$ cat config.mk
export PLATFORM = sky130hd
export DESIGN_NAME = regex_stream_driver_flat
export DESIGN_NICKNAME = d
export VERILOG_FILES = /design/src/rtl/regex_stream_driver_if.sv /design/src/rtl/regex_stream_driver.sv /design/src/flat_wrapper.sv
export SDC_FILE = /design/constraint.sdc
export NUM_CORES = 1
export LEC_CHECK = 0
export CORE_MARGIN = 4
export CORE_UTILIZATION = 35
export DETAILED_ROUTE_END_ITERATION = 10
export GPL_TIMING_DRIVEN = 0
export PLACE_DENSITY_LB_ADDON = 0.3
export SYNTH_ARGS = -nofsm -noshare
export SYNTH_HDL_FRONTEND = slang
export SYNTH_SLANG_ARGS = --single-unit
$ cat constraint.sdc
create_clock -name clk -period 5.37 [get_ports clk]
set_input_delay 0.8055 -clock clk [delete_from_list [all_inputs] [get_ports clk]]
set_output_delay 0.8055 -clock clk [all_outputs]
set_load 0.01 [all_outputs]
$ cat src/rtl/regex_stream_driver_if.sv
// Bundles the three handshakes around the regex driver: upstream chars,
// the compiled_regex engine port and the downstream result FIFO head.
interface regex_stream_driver_if #(
  parameter int CHAR_W = 8,
  parameter int POS_W  = 32
);
  logic              in_valid;
  logic [CHAR_W-1:0] in_char;
  logic              in_last;
  logic              in_ready;

  logic              eng_reset;
  logic [CHAR_W-1:0] eng_char;
  logic              eng_last;
  logic              eng_rdy;
  logic              eng_match;
  logic [POS_W-1:0]  eng_start;
  logic [POS_W-1:0]  eng_end;

  logic              res_valid;
  logic              res_ready;
  logic [POS_W-1:0]  res_start;
  logic [POS_W-1:0]  res_end;
  logic              res_last;

  modport master (
    input  in_valid, in_char, in_last, eng_rdy, eng_match, eng_start, eng_end, res_ready,
    output in_ready, eng_reset, eng_char, eng_last, res_valid, res_start, res_end, res_last
  );

  modport slave (
    output in_valid, in_char, in_last, eng_rdy, eng_match, eng_start, eng_end, res_ready,
    input  in_ready, eng_reset, eng_char, eng_last, res_valid, res_start, res_end, res_last
  );
endinterface

$ cat src/rtl/regex_stream_driver.sv
// Sequences one character at a time through a compiled_regex engine and
// queues its (deduplicated) match reports in a small result FIFO.
module regex_stream_driver #(
  parameter int CHAR_W      = 8,
  parameter int POS_W       = 32,
  parameter int FIFO_DEPTH  = 4,
  parameter int ENG_RST_CYC = 2,
  parameter int TIMEOUT     = 255,
  parameter int DEDUP       = 1
) (
  input  logic                  clk,
  input  logic                  reset,
  regex_stream_driver_if.master bus,
  output logic                  busy_o,
  output logic                  timeout_err_o,
  output logic [POS_W-1:0]      char_count_o
);

  typedef enum logic [2:0] {IDLE, ERST, WAIT, CAPTURE, FIN} state_t;

  localparam int AW      = $clog2(FIFO_DEPTH);
  localparam int RC_W    = (ENG_RST_CYC > 1) ? $clog2(ENG_RST_CYC) : 1;
  localparam int WD_W    = $clog2(TIMEOUT + 1);
  localparam int ENTRY_W = 2 * POS_W + 1;

  state_t            state_q, state_d;
  logic [RC_W-1:0]   rcnt_q, rcnt_d;
  logic [WD_W-1:0]   wd_q, wd_d;
  logic              in_ready_q, in_ready_d;
  logic              eng_reset_q, eng_reset_d;
  logic [CHAR_W-1:0] eng_char_q, eng_char_d;
  logic              eng_last_q, eng_last_d;
  logic              cap_match_q, cap_match_d;
  logic [POS_W-1:0]  cap_start_q, cap_start_d;
  logic [POS_W-1:0]  cap_end_q, cap_end_d;
  logic              hist_valid_q, hist_valid_d;
  logic [POS_W-1:0]  hist_start_q, hist_start_d;
  logic [POS_W-1:0]  hist_end_q, hist_end_d;
  logic              timeout_q, timeout_d;
  logic [POS_W-1:0]  count_q, count_d;

  logic [ENTRY_W-1:0] mem [FIFO_DEPTH];
  logic [AW-1:0]      wr_ptr_q, rd_ptr_q;
  logic [AW:0]        fcount_q, fcount_d;
  logic               push, pop, full;
  logic [ENTRY_W-1:0] head;

  assign full = (fcount_q == (AW+1)'(FIFO_DEPTH));
  assign pop  = (fcount_q != '0) && bus.res_ready;

  always_comb begin
    state_d      = state_q;
    rcnt_d       = rcnt_q;
    wd_d         = wd_q;
    eng_char_d   = eng_char_q;
    eng_last_d   = eng_last_q;
    cap_match_d  = cap_match_q;
    cap_start_d  = cap_start_q;
    cap_end_d    = cap_end_q;
    hist_valid_d = hist_valid_q;
    hist_start_d = hist_start_q;
    hist_end_d   = hist_end_q;
    timeout_d    = timeout_q;
    count_d      = count_q;
    push         = 1'b0;

    unique case (state_q)
      IDLE: begin
        if (in_ready_q && bus.in_valid) begin
          eng_char_d = bus.in_char;
          eng_last_d = bus.in_last;
          count_d    = count_q + 1'b1;
          rcnt_d     = '0;
          state_d    = ERST;
        end
      end
      ERST: begin
        if (rcnt_q == RC_W'(ENG_RST_CYC - 1)) begin
          wd_d    = '0;
          state_d = WAIT;
        end else begin
          rcnt_d = rcnt_q + 1'b1;
        end
      end
      WAIT: begin
        if (bus.eng_rdy) begin
          cap_match_d = bus.eng_match;
          cap_start_d = bus.eng_start;
          cap_end_d   = bus.eng_end;
          state_d     = CAPTURE;
        end else if (wd_q == WD_W'(TIMEOUT - 1)) begin
          wd_d      = WD_W'(TIMEOUT);
          timeout_d = 1'b1;
          state_d   = FIN;
        end else begin
          wd_d = wd_q + 1'b1;
        end
      end
      CAPTURE: begin
        // A full FIFO with no pop holds us here, which back-pressures upstream.
        if (!cap_match_q) begin
          state_d = FIN;
        end else if ((DEDUP != 0) && hist_valid_q &&
                     (cap_start_q == hist_start_q) && (cap_end_q == hist_end_q)) begin
          state_d = FIN;
        end else if (!full || pop) begin
          push         = 1'b1;
          hist_valid_d = 1'b1;
          hist_start_d = cap_start_q;
          hist_end_d   = cap_end_q;
          state_d      = FIN;
        end
      end
      FIN: begin
        if (eng_last_q) begin
          count_d      = '0;
          hist_valid_d = 1'b0;
        end
        state_d = IDLE;
      end
      default: state_d = IDLE;
    endcase

    in_ready_d  = (state_d == IDLE);
    eng_reset_d = (state_d == ERST);
  end

  always_comb begin
    fcount_d = fcount_q;
    if (push && !pop) begin
      fcount_d = fcount_q + 1'b1;
    end else if (!push && pop) begin
      fcount_d = fcount_q - 1'b1;
    end
  end

  always_ff @(posedge clk or negedge reset) begin
    if (!reset) begin
      state_q      <= IDLE;
      rcnt_q       <= '0;
      wd_q         <= '0;
      in_ready_q   <= 1'b0;
      eng_reset_q  <= 1'b1;
      eng_char_q   <= '0;
      eng_last_q   <= 1'b0;
      cap_match_q  <= 1'b0;
      cap_start_q  <= '0;
      cap_end_q    <= '0;
      hist_valid_q <= 1'b0;
      hist_start_q <= '0;
      hist_end_q   <= '0;
      timeout_q    <= 1'b0;
      count_q      <= '0;
      wr_ptr_q     <= '0;
      rd_ptr_q     <= '0;
      fcount_q     <= '0;
    end else begin
      state_q      <= state_d;
      rcnt_q       <= rcnt_d;
      wd_q         <= wd_d;
      in_ready_q   <= in_ready_d;
      eng_reset_q  <= eng_reset_d;
      eng_char_q   <= eng_char_d;
      eng_last_q   <= eng_last_d;
      cap_match_q  <= cap_match_d;
      cap_start_q  <= cap_start_d;
      cap_end_q    <= cap_end_d;
      hist_valid_q <= hist_valid_d;
      hist_start_q <= hist_start_d;
      hist_end_q   <= hist_end_d;
      timeout_q    <= timeout_d;
      count_q      <= count_d;
      fcount_q     <= fcount_d;
      if (push) wr_ptr_q <= wr_ptr_q + 1'b1;
      if (pop)  rd_ptr_q <= rd_ptr_q + 1'b1;
    end
  end

  // Storage needs no reset: the head outputs are masked whenever the FIFO is empty.
  always_ff @(posedge clk) begin
    if (push) mem[wr_ptr_q] <= {cap_start_q, cap_end_q, eng_last_q};
  end

  assign head          = mem[rd_ptr_q];
  assign bus.res_valid = (fcount_q != '0);
  assign bus.res_start = bus.res_valid ? head[ENTRY_W-1 -: POS_W] : '0;
  assign bus.res_end   = bus.res_valid ? head[POS_W:1] : '0;
  assign bus.res_last  = bus.res_valid ? head[0] : 1'b0;

  assign bus.in_ready  = in_ready_q;
  assign bus.eng_reset = eng_reset_q;
  assign bus.eng_char  = eng_char_q;
  assign bus.eng_last  = eng_last_q;
  assign busy_o        = (state_q != IDLE);
  assign timeout_err_o = timeout_q;
  assign char_count_o  = count_q;

endmodule

$ cat src/flat_wrapper.sv
// flat-port wrapper written by rule: the top's interface ports become plain ports
module regex_stream_driver_flat 
#(
  parameter int CHAR_W      = 8,
  parameter int POS_W       = 32,
  parameter int FIFO_DEPTH  = 4,
  parameter int ENG_RST_CYC = 2,
  parameter int TIMEOUT     = 255,
  parameter int DEDUP       = 1
)
  (clk, reset, busy_o, timeout_err_o, char_count_o, bus_in_valid, bus_in_char, bus_in_last, bus_eng_rdy, bus_eng_match, bus_eng_start, bus_eng_end, bus_res_ready, bus_in_ready, bus_eng_reset, bus_eng_char, bus_eng_last, bus_res_valid, bus_res_start, bus_res_end, bus_res_last);
  regex_stream_driver_if #(.CHAR_W(CHAR_W), .POS_W(POS_W)) bus_i ();
  input  logic clk;
  input  logic reset;
  output logic busy_o;
  output logic timeout_err_o;
  output logic [POS_W-1:0] char_count_o;
  input wire logic [$bits(bus_i.in_valid)-1:0] bus_in_valid;
  input wire logic [$bits(bus_i.in_char)-1:0] bus_in_char;
  input wire logic [$bits(bus_i.in_last)-1:0] bus_in_last;
  input wire logic [$bits(bus_i.eng_rdy)-1:0] bus_eng_rdy;
  input wire logic [$bits(bus_i.eng_match)-1:0] bus_eng_match;
  input wire logic [$bits(bus_i.eng_start)-1:0] bus_eng_start;
  input wire logic [$bits(bus_i.eng_end)-1:0] bus_eng_end;
  input wire logic [$bits(bus_i.res_ready)-1:0] bus_res_ready;
  output wire logic [$bits(bus_i.in_ready)-1:0] bus_in_ready;
  output wire logic [$bits(bus_i.eng_reset)-1:0] bus_eng_reset;
  output wire logic [$bits(bus_i.eng_char)-1:0] bus_eng_char;
  output wire logic [$bits(bus_i.eng_last)-1:0] bus_eng_last;
  output wire logic [$bits(bus_i.res_valid)-1:0] bus_res_valid;
  output wire logic [$bits(bus_i.res_start)-1:0] bus_res_start;
  output wire logic [$bits(bus_i.res_end)-1:0] bus_res_end;
  output wire logic [$bits(bus_i.res_last)-1:0] bus_res_last;
  assign bus_i.in_valid = bus_in_valid;
  assign bus_i.in_char = bus_in_char;
  assign bus_i.in_last = bus_in_last;
  assign bus_i.eng_rdy = bus_eng_rdy;
  assign bus_i.eng_match = bus_eng_match;
  assign bus_i.eng_start = bus_eng_start;
  assign bus_i.eng_end = bus_eng_end;
  assign bus_i.res_ready = bus_res_ready;
  assign bus_in_ready = bus_i.in_ready;
  assign bus_eng_reset = bus_i.eng_reset;
  assign bus_eng_char = bus_i.eng_char;
  assign bus_eng_last = bus_i.eng_last;
  assign bus_res_valid = bus_i.res_valid;
  assign bus_res_start = bus_i.res_start;
  assign bus_res_end = bus_i.res_end;
  assign bus_res_last = bus_i.res_last;
  regex_stream_driver #(.CHAR_W(CHAR_W), .POS_W(POS_W), .FIFO_DEPTH(FIFO_DEPTH), .ENG_RST_CYC(ENG_RST_CYC), .TIMEOUT(TIMEOUT), .DEDUP(DEDUP)) u_core (.clk(clk), .reset(reset), .bus(bus_i), .busy_o(busy_o), .timeout_err_o(timeout_err_o), .char_count_o(char_count_o));
endmodule
## Word level (Yosys, flattened, before mapping)

Memories as Yosys holds them, arrays and structs flattened.
Cells that the tools add are included.

- Flip-flop bits (word level): 193
- Latch bits: 0
- Memory bits (writable): 260
- Memory bits (read-only): 0
- Output and inout bits: 111
- Word-level logic and storage cells: 105
- Memories kept: 1

- Add/sub/neg operators: 7
- Multiply operators: 0
- Div/mod/pow operators: 0
- $lt $le $gt $ge: 0
- Eq/ne operators: 16
- Shifts and indexed selects: 0
- Multiplexer cells: 34
- Bitwise operators: 2
- Reduce and logical (&&, ||, !) cells: 27

Memories:

| memory | words | bits a word | rd ports | clocked after Yosys merged registers in | write ports | RTL line | source |
|---|---|---|---|---|---|---|---|
| u_core.mem | 4 | 65 | 1 | 0 | 1 | regex_stream_driver.sv:42 | `logic [ENTRY_W-1:0] mem [FIFO_DEPTH];` |

Operators by type and width:

| cell | count |
|---|---|
| $mux W32 | 4 |
| $eq A32 B32 Y1 | 2 |
| $pmux W32 S2 | 1 |
| $add A32 B1 Y32 const B | 1 |
| $mux W3 | 9 |
| $mux W8 | 3 |
| $pmux W8 S2 | 1 |
| $mux W1 | 13 |
| $pmux W3 S4 | 1 |
| $ne A2 B1 Y1 const B | 5 |
| $reduce_bool A2 Y1 | 5 |
| $reduce_and A3 Y1 | 3 |
| $add A8 B1 Y8 const B | 1 |
| $eq A8 B8 Y1 const B | 1 |
| $eq A3 B1 Y1 const B | 2 |
| $eq A3 B2 Y1 const B | 2 |
| $eq A3 B3 Y1 const B | 2 |
| $logic_and A1 B1 Y1 | 6 |
| $logic_not A3 Y1 | 2 |
| $reduce_and A2 Y1 | 3 |
| $reduce_bool A3 Y1 | 2 |
| $reduce_and A5 Y1 | 1 |
| $add A2 B1 Y2 const B | 2 |
| $ne A2 B2 Y1 const B | 2 |
| other kinds (8) | 12 |

## Logic depth before layout (Yosys ltp)

Gate-level depths: netlist of run 1.

- Depth in word-level cells: 11
- Gate-level depth with buffers: 14
- Mapped depth without buffers: 12

## Worst setup path after synthesis of run 1

No wires, ideal clock.

- Path kind: register -> register
- From: register u_core.cap_start_q[16]
- To: memory u_core.mem[0][0] in the netlist's numbering (enable)
- Library setup time: 550 ps
- Arrival time: 3164 ps
- Data required time: 4820 ps
- Setup slack: 1656 ps
- Stages on the path, launching flop included: 10
- Path buffers: 2
- Period minus slack after synthesis: 3714 ps
- Cells stage by stage: dfrtp_1 and2b_1 a2111o_1 nor4_1 nand4_1 or4_4 and3b_4 buf_12 buf_6 and2_1

- Word-level cells in the longest chain between the ends: 8

RTL lines:

| element | RTL line | source |
|---|---|---|
| start, declared | regex_stream_driver.sv:34 | `logic [POS_W-1:0] cap_start_q, cap_start_d;` |
| start signal, assigned | regex_stream_driver.sv:166 | `cap_start_q <= cap_start_d;` |
| $eq A32 B32 Y1 | regex_stream_driver.sv:104 | `(cap_start_q == hist_start_q) && (cap_end_q == hist_end_q)) begin` |
| $logic_and A1 B1 Y1 | regex_stream_driver.sv:103 | `end else if ((DEDUP != 0) && hist_valid_q &&` |
| $logic_and A1 B1 Y1 | regex_stream_driver.sv:104 |  |
| $mux W1 | regex_stream_driver.sv:103 |  |
| $mux W1 | regex_stream_driver.sv:101 | `if (!cap_match_q) begin` |
| $mux W1 | regex_stream_driver.sv:67 | `unique case (state_q)` |
| net u_core.push | regex_stream_driver.sv:45 | `logic push, pop, full;` |
| $mux W1 | regex_stream_driver.sv:181 | `if (push) mem[wr_ptr_q] <= {cap_start_q, cap_end_q, eng_last_q};` |
| $mux W1 (not written as such) | regex_stream_driver.sv:181 |  |
| end, declared | regex_stream_driver.sv:42 |  |

The timed path passes the listed nets, and every way through them passes these cells.

## Final worst setup path of run 1

- From: register u_core.rd_ptr_q[0]
- To: output port bus_res_start[20]

- Word-level cells in the longest chain between the ends: 2

RTL lines:

| element | RTL line | source |
|---|---|---|
| start, declared | regex_stream_driver.sv:43 | `logic [AW-1:0] wr_ptr_q, rd_ptr_q;` |
| start signal, assigned | regex_stream_driver.sv:175 | `if (pop) rd_ptr_q <= rd_ptr_q + 1'b1;` |
| $mem_v2 Z4 W65 | -- |  |
| $mux W32 | regex_stream_driver.sv:186 | `assign bus.res_start = bus.res_valid ? head[ENTRY_W-1 -: POS_W] : '0;` |
| end, declared | flat_wrapper.sv:31 | `output wire logic [$bits(bus_i.res_start)-1:0] bus_res_start;` |

No other way between the ends.

==> flow_metrics.tcl, run 1 <==
set metrics [dict create \
    cts_setup_buffers 0 \
    crit_chain "clkbuf_1 > buf_1 > buf_1 > mux4_2 > and2_1 > clkdlybuf4s50_1" \
    power_frac_comb_pct 31.6 \
    maxSlewHeadroom_pct 22.7 \
    cp_slowest_cell "buf_1" \
    dieArea_um2 57300 \
    htree_levels 2 \
    wl_met2_um 21700 \
    r2r_end "u_core.fcount_q[1]" \
    hold_viol 0 \
    ant_nets 0 \
    ys_types 53 \
    grt_pass1_wl_um 68000 \
    crit_path_frequent_cell "buf_1" \
    cts_tree "built" \
    worstReg2RegStart "u_core.cap_end_q[17]" \
    grt_max_degree 102 \
    place_area_um2 21600 \
    cts_buffer_depth 3 \
    grt_pass1_vias 10800 \
    gp_congestion 0.813 \
    synth_top_area_share_pct 41.7 \
    via_count 10200 \
    io_pins 190 \
    fmax_mhz 211 \
    cp.required_ns 4.56 \
    cp-end-kind "output pin" \
    die_w_um 239 \
    viasPerCell 4.96 \
    rrSetupSlack_ns 1.54 \
    yosysTopAreaCell "edfxtp_1" \
    area_delta_synth_final_pct 24.0 \
    synth_area_leaders "edfxtp_1 42%, dfrtp_1 26%, mux4_2 7.8%" \
    synthArstFlopShare_pct 42.6 \
    wl_per_cell_um 21.7 \
    fin_crit_ns 4.74 \
    ys.flop_type "edfxtp_1" \
    rsz0062_at_grt "no" \
    ctsRootBufferMaster "clkbuf_16" \
    synth_fp_nets 1176 \
    final_common_cell "edfxtp_1" \
    clkLatencyLatePin_ns 0.59 \
    p_sw_share_pct 31.1 \
    status "complete, no violations" \
    rows 84 \
    drv_cap 0 \
    synth_area_um2 18700 \
    wirelength_um 44800 \
    hold_class "in -> async" \
    die_height_um 239 \
    wl_met1_um 19700 \
    crit_type "reg -> out" \
    antenna_cells 0 \
    drt-pass1-iter-count 5 \
    power.density_nw_per_um2 560 \
    worstPathMaxFanout 10 \
    first_iter_violations 567 \
    clock_skew_ns 0.0202 \
    antenna_found_initial 4 \
    slew_violations 0 \
    rr_worst_depth 12 \
    p_leak_nw 8.55 \
    synth-edff-count 260 \
    finalSetupViolCount 0 \
    pwr-share-clk_pct 25.9 \
    dp_hpwl_um 29300 \
    track_usage_pct 15.6 \
    p_seq_share_pct 42.5 \
    p_sw_mw 4.05 \
    cts_buffers 49 \
    cpPeakStageDelay_ns 0.89 \
    fin_nets 1421 \
    synth_seq_cells 453 \
    critical_path_arrival_ns 3.94 \
    postLayoutCellArea_um2 23200 \
    syn_inst 1088 \
    portBuffers 189 \
    overflow 0 \
    start_kind "register" \
    timing.final.crit_share_pct 88.4 \
    worst_setup_hold_path_clk_slew_ns 0.06 \
    initial_utilization_pct 35.5 \
    max-vdd-ir-drop_uv 243 \
    tns_ns 0 \
    p_int_mw 8.95 \
    worst_pin_slew_ns 1.16 \
    top_layer "met5" \
    drive_gt1_share_pct 22.0 \
    synth_area_per_cell_um2 17.2 \
    cts_resized 0 \
    yosysSeqAreaShare_pct 67.5 \
    drcViolationCount 0 \
    holdWs_ns 0.313 \
    final_cell_mix "260 x edfxtp_1, 192 x dfrtp_1, 188 x clkdlybuf4s50_1" \
    route.met3.wl_um 2490 \
    core-area_um2 52800 \
    cts_sinks 453 \
    postCtsHoldBufs 0 \
    yosysWarnings 0 \
]
## power groups by stage
stage	clock network [mW]	registers (mW)	logic (mW)
after floorplan	0	5.29	2.52
after CTS	3.46	5.54	4.22
final	3.36	5.53	4.11
after global routing	3.61	5.65	4.45
after detailed placement	0	5.60	4.20
after global placement	0	5.56	4.14
## per-stage QoR
step / power [mW] / setup WS [ns] / std cells / utilization, %
final: 13.0 / 0.625 / 2062 / 44.0
after floorplan: 7.81 / 1.66 / 1088 / -
after global placement: 9.70 / -5.65 / 1965 / 40.7
after global routing: 13.7 / 0.264 / 2062 / 44.0
after detailed placement: 9.79 / 1.07 / 1970 / 41.0
after CTS: 13.2 / 0.413 / 2062 / 44.0
## flip-flops by register name, indices dropped and copies added, names as in the netlist
name / count
u_core.rd_ptr_q: 2
u_core.bus.eng_last: 1
u_core.wd_q: 8
u_core.bus.eng_char: 8
u_core.timeout_err_o: 1
u_core.bus.eng_reset: 1
u_core.cap_end_q: 32
u_core.char_count_o: 32
u_core.hist_valid_q: 1
u_core.hist_end_q: 32
u_core.cap_match_q: 1
u_core.cap_start_q: 32
u_core.fcount_q: 3
u_core.state_q: 3
u_core.hist_start_q: 32
u_core.rcnt_q: 1
u_core.wr_ptr_q: 2
u_core.mem: 260
u_core.bus.in_ready: 1
## cells in the mapped netlist, types with 7 or more instances
cell type,n
a21oi_1,13
and2_1,74
buf_1,7
buf_12,7
clkbuf_1,29
dfrtp_1,192
edfxtp_1,260
ha_1,8
inv_1,16
mux2_2,74
mux2_4,63
mux4_2,65
nand2_1,24
nand2b_1,8
nand3_1,14
nand4_1,17
nor2_1,33
nor2b_1,8
nor4_1,9
o21ai_0,18
or3_1,11
xnor2_1,31
xor2_1,49
## cell type report
type                            count  area [µm²]
Fill cell                        4677       29500
Buffer                             44         287
Inverter                           16        60.1
Tap cell                          688         861
Clock buffer                       59        1280
Timing Repair Buffer              194        2030
Clock inverter                     33         313
Multi-Input combinational cell    575        5750
Sequential cell                   453       12600
## worst max-delay path, delay by kind of cell (launching register included)
kind | cells | cell delay, ns
buf+inv | 4 | 2.23
flops | 1 | 0.32
mux | 1 | 0.60
simple gates | 1 | 0.18
## cells by family (layout without fill, tap and decap cells)
group	count (synthesis)	in the layout	synth area share [%]
fa+ha+maj	9	9	0.642
xor+xnor	80	80	3.74
mux	204	204	17.4
flops	453	453	67.5
compound gates	57	57	1.99
buf+inv	60	346	1.85
simple gates	225	225	6.84
## worst max-delay path by stage
stage	end	slack (ns)	start	depth (start not counted)
3_3_place_gp	u_core.hist_start_q[14]	-5.65	reset	1
5_1_grt	bus_res_start[20]	0.26	u_core.rd_ptr_q[0]	6
2_1_floorplan	u_core.mem[0][0]	1.66	u_core.cap_start_q[16]	9
4_1_cts	bus_res_start[22]	0.41	u_core.rd_ptr_q[0]	6
6_report	bus_res_start[20]	0.63	u_core.rd_ptr_q[0]	6
3_5_place_dp	bus_res_start[22]	1.07	u_core.rd_ptr_q[0]	6
## metal layers
| metal | GRT usage (%) | up-vias |
|---|---|---|
| met4 | 3.32 | 8 |
| li1 | - | 4579 |
| met5 | 0 | - |
| met3 | 3.89 | 67 |
| met2 | 25.8 | 210 |
| met1 | 21.2 | 5369 |
(Power assumes the default switching activity.)
==> inputs of run 2 (changes only) <==
==> constraint.sdc (replaced) <==
create_clock -name clk -period 4.05 [get_ports clk]
set_input_delay 0.6075 -clock clk [delete_from_list [all_inputs] [get_ports clk]]
set_output_delay 0.6075 -clock clk [all_outputs]
set_load 0.01 [all_outputs]
==> run 2 against run 1 <==
Sequential cell count did not move; worst setup slack got worse by 0.41 ns; worst hold slack worse by 0.20 ns; total power increased by 33%; clock-buffer cell count stayed put; highest routed layer unchanged; core utilization is essentially flat.
==> flow_metrics.tcl, run 2 (same netlist as run 1, synthesis figures left out) <==
set metrics [dict create \
    track_usage_pct 15.6 \
    max-vdd-ir-drop_uv 322 \
    fmax_mhz 261 \
    antenna_cells 0 \
    gp_congestion 0.813 \
    power.density_nw_per_um2 742 \
    dp_hpwl_um 29300 \
    finalSetupViolCount 0 \
    hold_class "in -> async" \
    drive_gt1_share_pct 22.3 \
    rows 84 \
    worstPathMaxFanout 10 \
    overflow 0 \
    post-place-ws_ns -0.0568 \
    multi_input_comb_area_um2 5750 \
    place_area_um2 21600 \
    top_register "u_core.mem" \
    finalPower_mw 17.3 \
    num-fill-cells 4676 \
    cts_buffers 49 \
    fin_nets 1421 \
    io_pins 190 \
    viasPerCell 4.96 \
    portBuffers 189 \
    clkLatencyLatePin_ns 0.59 \
    area_delta_synth_final_pct 24.2 \
    largest_reg_flops 260 \
    holdWs_ns 0.114 \
    cts_buffer_depth 3 \
    wirelength_um 44700 \
    p_leak_nw 8.57 \
    core-area_um2 52800 \
    dieArea_um2 57300 \
    grt_pass1_vias 10800 \
    cp-end-kind "output pin" \
    crit_type "reg -> out" \
    seqCellArea_um2 12600 \
    die_w_um 239 \
    drt-pass1-iter-count 4 \
    clock_skew_ns 0.0200 \
    initial_utilization_pct 35.5 \
    cp.required_ns 3.44 \
    final_util_pct 44.1 \
    ctsRootBufferMaster "clkbuf_16" \
    tns_ns 0 \
    hold_viol 0 \
    start_kind "register" \
    htree_levels 2 \
    postLayoutCellArea_um2 23300 \
    cts_setup_buffers 0 \
    status "complete, no violations" \
    ant_nets 0 \
    final.setup.worst_slack_ns 0.215 \
    cts_sinks 453 \
    rsz0062_at_grt "no" \
    drv_cap 0 \
    instances_no_fill 2062 \
    slew_violations 0 \
    postCtsHoldBufs 0 \
    worst_setup_hold_path_clk_slew_ns 0.06 \
    wl_per_cell_um 21.7 \
    final_cell_mix "260 x edfxtp_1, 192 x dfrtp_1, 188 x clkdlybuf4s50_1" \
    via_count 10200 \
    maxSlewHeadroom_pct 23.3 \
    fin_crit_ns 3.84 \
    grt_max_degree 102 \
    final_common_cell "edfxtp_1" \
    antenna_found_initial 4 \
    timing.final.crit_share_pct 94.7 \
    grt_pass1_wl_um 68000 \
    first_iter_violations 568 \
    cts_resized 13 \
    dp.cells 1970 \
    critical_path_arrival_ns 3.23 \
    die_height_um 239 \
    drcViolationCount 0 \
    worst_pin_slew_ns 1.15 \
    cts_tree "built" \
]
run 2: cell count changes in the layout (fill, tap and decap cells not counted):
cell,before,now
clkbuf_1,37,35
clkbuf_4,0,3
clkbuf_2,0,1
buf_1,7,3
clkdlybuf4s15_2,0,1
clkdlybuf4s15_1,0,1
run 2: power by group:
group	total, mW	leakage (nW)	internal [mW]	switching, mW
combinational	5.47	3.02	3.11	2.36
clock	4.45	0.793	2.59	1.86
sequential	7.32	4.75	6.18	1.14
total	17.3	8.57	11.9	5.36
run 2: layout make-up:
class,count,area share [%]
sequential,453,54.4
multi-input combinational,575,24.7
timing repair buffer,194,8.75
clock buffer,59,5.52
tap,688,3.70
clock inverter,33,1.35
buffer,44,1.35
inverter,16,0.258
run 2: path summary, 6_finish.rpt:
check	start	to	slack (ns)	cells after the start
max in group asynchronous	reset	u_core.cap_start_q[18]	2.93	2
hold reg to reg	u_core.timeout_err_o	u_core.timeout_err_o	0.46	1
setup reg to reg	u_core.cap_end_q[17]	u_core.fcount_q[1]	0.22	12
min in group clk	u_core.timeout_err_o	u_core.timeout_err_o	0.46	1
setup / recovery	u_core.rd_ptr_q[1]	bus_res_end[28]	0.21	5
hold / removal	reset	u_core.cap_end_q[24]	0.11	1
run 2: layer usage:
| layer | up-vias | global-route usage [%] | share of wire [%] |
|---|---|---|---|
| li1 | 4582 | - | - |
| met1 | 5359 | 21.2 | 44 |
| met4 | 8 | 3.32 | 1.8 |
| met3 | 67 | 3.89 | 5.5 |
| met2 | 220 | 25.8 | 49 |
| met5 | - | 0 | 0.13 |
run 2: worst max-delay path: stages (launching register included):
cell,delay [ns]
dfrtp_1,0.36
clkbuf_1,0.59
clkbuf_1,0.58
mux4_2,0.39
and2_1,0.22
clkdlybuf4s50_1,0.50
